`config.mk`:
```
export PLATFORM = sky130hd
export DESIGN_NAME = imem_dmem_arbiter
export DESIGN_NICKNAME = d
export VERILOG_FILES = /design/src/rtl/imem_dmem_arbiter_pkg.sv /design/src/rtl/imem_dmem_arbiter_arb_pick.sv /design/src/rtl/imem_dmem_arbiter.sv
export SDC_FILE = /design/constraint.sdc
export NUM_CORES = 1
export LEC_CHECK = 0
export ABC_AREA = 0
export CAP_MARGIN = 20
export CORE_AREA = 2 2 107 109
export CTS_BUF_LIST = sky130_fd_sc_hd__clkbuf_2 sky130_fd_sc_hd__clkbuf_4 sky130_fd_sc_hd__clkbuf_8
export CTS_CLUSTER_DIAMETER = 40
export DETAILED_ROUTE_END_ITERATION = 10
export DIE_AREA = 0 0 109 111
export PLACE_DENSITY_LB_ADDON = 0.08
export SKIP_CTS_REPAIR_TIMING = 1
export SLEW_MARGIN = 40
export SYNTH_ARGS = -nofsm -noshare
export SYNTH_HDL_FRONTEND = slang
export SYNTH_SLANG_ARGS = --single-unit
```
`constraint.sdc`:
```
create_clock -name clk_in -period 7 [get_ports clk_in]
set_input_delay 2.1 -clock clk_in [delete_from_list [all_inputs] [get_ports clk_in]]
set_output_delay 2.1 -clock clk_in [all_outputs]
set_load 0.1 [all_outputs]
```
`src/rtl/imem_dmem_arbiter_pkg.sv`:
```
// Shared types and constants for the instruction/data memory arbiter.
package imem_dmem_arbiter_pkg;

  typedef enum logic [1:0] {
    IDLE = 2'd0,
    WAIT = 2'd1,
    RESP = 2'd2
  } arb_state_t;

  typedef enum logic {
    FETCH = 1'b0,
    DATA  = 1'b1
  } arb_owner_t;

  localparam logic [3:0] MEM_NOP_WE = 4'b0000;

endpackage

```
`src/rtl/imem_dmem_arbiter_arb_pick.sv`:
```
// Combinational winner selection between fetch and data requesters.
// With enable low, data always beats fetch; with enable high the side that lost last time wins.
module imem_dmem_arbiter_arb_pick
  import imem_dmem_arbiter_pkg::*;
(
  input  logic       if_req,
  input  logic       d_req,
  input  arb_owner_t last_owner,
  input  logic       enable,
  output arb_owner_t owner
);

  // Resolve contention; a lone requester always wins.
  always_comb begin
    owner = FETCH;
    if (if_req && d_req) begin
      if (enable && (last_owner == DATA)) begin
        owner = FETCH;
      end else begin
        owner = DATA;
      end
    end else if (d_req) begin
      owner = DATA;
    end else begin
      owner = FETCH;
    end
  end

endmodule

```
`src/rtl/imem_dmem_arbiter.sv`:
```
// Shares one synchronous-read memory between the fetch and data ports, one transaction at a time.
// Define ARB_ROUND_ROBIN_EN to replace fixed data-over-fetch priority with alternating priority.
module imem_dmem_arbiter
  import imem_dmem_arbiter_pkg::*;
#(
  parameter int READ_LATENCY = 2,
  parameter int CNT_WIDTH    = 3
) (
  input  logic        clk_in,
  input  logic        rst_in,
  input  logic        if_req_in,
  input  logic [31:0] if_addr_in,
  output logic        if_gnt_out,
  output logic        if_rvalid_out,
  output logic [31:0] if_rdata_out,
  input  logic        d_req_in,
  input  logic [31:0] d_addr_in,
  input  logic [31:0] d_wdata_in,
  input  logic [3:0]  d_we_in,
  output logic        d_gnt_out,
  output logic        d_rvalid_out,
  output logic [31:0] d_rdata_out,
  output logic [31:0] mem_addr_out,
  output logic [31:0] mem_data_out,
  output logic [3:0]  mem_we_out,
  input  logic [31:0] mem_data_in
);

  arb_state_t           state_r;
  arb_state_t           state_next_s;
  logic [CNT_WIDTH-1:0] cnt_r;
  arb_owner_t           rd_owner_r;
  logic [31:0]          addr_r;
  logic [31:0]          data_r;
  arb_owner_t           winner_s;
  arb_owner_t           last_owner_s;
  logic                 rr_en_s;
  logic                 grant_ok_s;
  logic                 if_gnt_s;
  logic                 d_gnt_s;
  logic                 rd_gnt_s;

`ifdef ARB_ROUND_ROBIN_EN
  arb_owner_t last_owner_r;

  // Remember who owned the most recent grant, reads and writes alike.
  always_ff @(posedge clk_in or posedge rst_in) begin
    if (rst_in) begin
      last_owner_r <= FETCH;
    end else if (if_gnt_s || d_gnt_s) begin
      last_owner_r <= d_gnt_s ? DATA : FETCH;
    end
  end

  assign last_owner_s = last_owner_r;
  assign rr_en_s      = 1'b1;
`else
  assign last_owner_s = FETCH;
  assign rr_en_s      = 1'b0;
`endif

  imem_dmem_arbiter_arb_pick u_arb_pick (
    .if_req     (if_req_in),
    .d_req      (d_req_in),
    .last_owner (last_owner_s),
    .enable     (rr_en_s),
    .owner      (winner_s)
  );

  // The memory port is free in IDLE and in the response cycle of the previous read.
  assign grant_ok_s = (state_r == IDLE) || (state_r == RESP);
  assign d_gnt_s    = grant_ok_s && d_req_in && (winner_s == DATA);
  assign if_gnt_s   = grant_ok_s && if_req_in && (winner_s == FETCH);
  assign rd_gnt_s   = if_gnt_s || (d_gnt_s && (d_we_in == MEM_NOP_WE));

  // State register, latency counter, read owner and the held memory address/data.
  always_ff @(posedge clk_in or posedge rst_in) begin
    if (rst_in) begin
      state_r    <= IDLE;
      cnt_r      <= {CNT_WIDTH{1'b0}};
      rd_owner_r <= FETCH;
      addr_r     <= 32'h0000_0000;
      data_r     <= 32'h0000_0000;
    end else begin
      state_r <= state_next_s;
      if (rd_gnt_s) begin
        cnt_r      <= CNT_WIDTH'(READ_LATENCY - 1);
        rd_owner_r <= d_gnt_s ? DATA : FETCH;
      end else if (state_r == WAIT) begin
        cnt_r <= cnt_r - CNT_WIDTH'(1);
      end
      if (if_gnt_s || d_gnt_s) begin
        addr_r <= mem_addr_out;
        data_r <= mem_data_out;
      end
    end
  end

  // Next-state logic; writes never leave IDLE because they have no response.
  always_comb begin
    state_next_s = state_r;
    case (state_r)
      IDLE, RESP: begin
        if (rd_gnt_s) begin
          state_next_s = (READ_LATENCY == 1) ? RESP : WAIT;
        end else begin
          state_next_s = IDLE;
        end
      end
      WAIT: begin
        if (cnt_r == CNT_WIDTH'(1)) begin
          state_next_s = RESP;
        end else begin
          state_next_s = WAIT;
        end
      end
      default: state_next_s = IDLE;
    endcase
  end

  // Output logic: memory port follows the granted requester, otherwise holds its last value.
  always_comb begin
    if_gnt_out   = if_gnt_s;
    d_gnt_out    = d_gnt_s;
    mem_addr_out = addr_r;
    mem_data_out = data_r;
    mem_we_out   = MEM_NOP_WE;
    if (d_gnt_s) begin
      mem_addr_out = d_addr_in;
      mem_data_out = d_wdata_in;
      mem_we_out   = d_we_in;
    end else if (if_gnt_s) begin
      mem_addr_out = if_addr_in;
      mem_data_out = data_r;
      mem_we_out   = MEM_NOP_WE;
    end else begin
      mem_addr_out = addr_r;
      mem_data_out = data_r;
      mem_we_out   = MEM_NOP_WE;
    end
    if_rvalid_out = (state_r == RESP) && (rd_owner_r == FETCH);
    d_rvalid_out  = (state_r == RESP) && (rd_owner_r == DATA);
    if_rdata_out  = mem_data_in;
    d_rdata_out   = mem_data_in;
  end

endmodule
```
==> flow_summary.toml <==
[grt]
grt.busiest_layer = "met2"
antenna_found_initial = 0
grt-ovfl-total = 0
grt.total_usage_pct = 15.0
grt.met3_usage_pct = 6.17
grt_pass1_vias = 3002
use_met1_pct = 18.3
grt_use_met2_pct = 23.1
grt_first_pass_wirelength_um = 14200
grt_max_degree = 71

[clock_network]
clockBufferDepth = 2
clock_latency_ns = 0.34
h-tree-depth = 3
cts.sinks = 70
cts_tree = "yes"
root_buffer = "clkbuf_8"
cts_buffers = 9
clkTransAtPathRegs_ns = 0.07

[setup_path]
cp_max_fo = 40
worstSetupEndpointType = "output pin"
critPathLaunch = "d_req_in"
worst_r2r_startpoint = "state_r[0]$_DFF_PP0_"
critical_path_required_ns = 4.90
endpoint = "mem_addr_out[20]"
start_kind = "primary input"
crit_path_frequent_cell = "buf_4"
path_class = "primary input to output pin"
arrival_ns = 4.06
crit_chain = "clkdlybuf4s50_1, nor2b_4, buf_4, a22oi_1, nand2_1, buf_4"
r2r_setup_slack_ns = 5.33
reg2regPathDepth = 3
critical-path-max-stage-delay_ns = 0.56
timing.rr.end = "data_r[15]$_DFFE_PP0P_"
critPathSlowestCell = "clkdlybuf4s50_1"

[floorplanning]
core_um2 = 11100
chipWidth_um = 109
die_h_um = 111
dieArea_um2 = 12100
initial_core_util_pct = 35.4
rows = 39
io-pin-count = 272

[timing]
max-slew-margin-rel_pct = 56.4
finClkSkew_ns = 0.00469
hold_viol = 0
grt_setup_unrepaired = "no"
drv_slew = 0
setup_tns_ns = 0
timing.final.crit_share_pct = 88.0
fmax_ghz = 0.162
layout_min_cycle_time_ns = 6.16
worstMarginPinSlew_ns = 0.648
setup_violations = 0

[placement]
io_buffers = 175
gp_congestion = 0.712
hpwl_um = 6320
dpl-instance-area_um2 = 5460

[logic_synthesis]
ys_seq_area_share_pct = 44.7
synth_seq_cells = 70
syn_avg_cell_area_um2 = 10.4
ys_warn_count = 0
ys_types = 26
synthCells = 376
synth_nets = 514
netlist_area_um2 = 3920

[drt]
drt-initial-drc-count = 68
finalWirelength_um = 8670
vias = 2887
drtAntennaViolNets = 0
drtPass1Iterations = 4
wl_per_cell_um = 13.7
drc = 0
viasPerCell = 4.56

[finish]
nets = 623
fin_area_um2 = 5630
diodes = 0
drive_gt1_share_pct = 32.7
syn_to_final_growth_pct = 43.8

[hold_path]
worstHoldPathType = "flip-flop to flip-flop"

[run_status]
status = "complete, no violations"

[run]
maxCapViolations = 0
-- synth_stat cells --
library cell / number / area, um2
xnor2_1: 1 / 8.76
ha_1: 2 / 25.0
buf_4: 64 / 480
mux2_1: 1 / 11.3
xor2_1: 1 / 8.76
dfrtp_1: 70 / 1750
o21ai_0: 2 / 10.0
nor2b_1: 2 / 12.5
a21oi_1: 1 / 5.00
nor3b_1: 3 / 22.5
nand2_1: 99 / 372
nor3b_2: 1 / 12.5
nand3b_1: 1 / 7.51
a22oi_1: 32 / 240
inv_1: 5 / 18.8
and2_1: 4 / 25.0
mux2_4: 8 / 120
a211oi_1: 1 / 7.51
nor2_1: 2 / 7.51
clkbuf_1: 3 / 11.3
nor4_1: 1 / 6.26
mux2_2: 55 / 619
o21bai_1: 1 / 7.51
a21o_1: 1 / 7.51
buf_6: 7 / 78.8
buf_2: 8 / 40.0
-- registers in the layout, indices dropped and copies added (netlist names) --
signal      cells
rd_owner_r      1
state_r         2
cnt_r           3
addr_r         32
data_r         32
-- layout by cell type (no fill, tap or decap), types with 2 or more instances in the layout --
cell,count
clkinv_2,5
ha_1,2
buf_12,28
inv_1,4
nand2_1,99
nor2_1,2
buf_2,2
dfrtp_1,70
mux2_4,8
buf_4,46
o21ai_0,2
clkbuf_8,10
and2_1,4
clkdlybuf4s50_1,103
mux2_2,55
nor3b_1,3
a22oi_1,32
-- critical path: cells and delay by family --
family / cells / cell delay, ns
AOI/OAI and AO/OA: 1 / 0.19
buffers and inverters: 3 / 1.30
and+or+nand+nor: 2 / 0.45
-- layout make-up --
| cell class | instances | area, um2 |
|---|---|---|
| fillers | 1005 | 5450 |
| repair buffers | 180 | 1960 |
| flip-flops and latches | 70 | 1750 |
| multi-input cells | 219 | 1550 |
| well taps | 143 | 179 |
| clock buffers | 11 | 145 |
| clock inverters | 5 | 25.0 |
| inverters | 5 | 18.8 |
-- cell families after synthesis --
logic type / synth area share [%]
simple gates: 11.9
buf+inv: 16.1
flops: 44.7
mux: 19.2
compound gates: 7.09
xor+xnor: 0.447
fa+ha+maj: 0.639
-- metal layers --
layer | routed length (um) | up-vias
met3 | 904 | 10
met5 | 0 | -
met1 | 3740 | 1302
met2 | 3910 | 157
met4 | 112 | 0
li1 | - | 1418
-- through the flow --
step / hold WS, ns / utilization, % / std cells / setup slack, ns
global placement: 0.450 / 49.4 / 617 / 0.878
CTS: 0.464 / 50.8 / 633 / 0.835
finish: 0.465 / 50.8 / 633 / 0.840
floorplan: 0.440 / - / 376 / 1.05
global route: 0.500 / 50.8 / 633 / 0.718
detailed placement: 0.457 / 49.3 / 617 / 0.845
-- worst min-delay path by stage --
stage	cells past startpoint	slack, ns	startpoint	to
global placement	1	0.45	cnt_r[2]$_DFFE_PP0P_	state_r[1]$_DFF_PP0_
floorplan	2	0.44	addr_r[0]$_DFFE_PP0P_	addr_r[0]$_DFFE_PP0P_
CTS	1	0.46	cnt_r[2]$_DFFE_PP0P_	state_r[1]$_DFF_PP0_
global route	2	0.50	addr_r[10]$_DFFE_PP0P_	addr_r[10]$_DFFE_PP0P_
detailed placement	2	0.46	addr_r[29]$_DFFE_PP0P_	addr_r[29]$_DFFE_PP0P_
finish	1	0.46	cnt_r[2]$_DFFE_PP0P_	state_r[1]$_DFF_PP0_
Power is left out: the tool's default activity adds up to more than one toggle a clock period on the data nets, which glitch-free logic cannot reach.
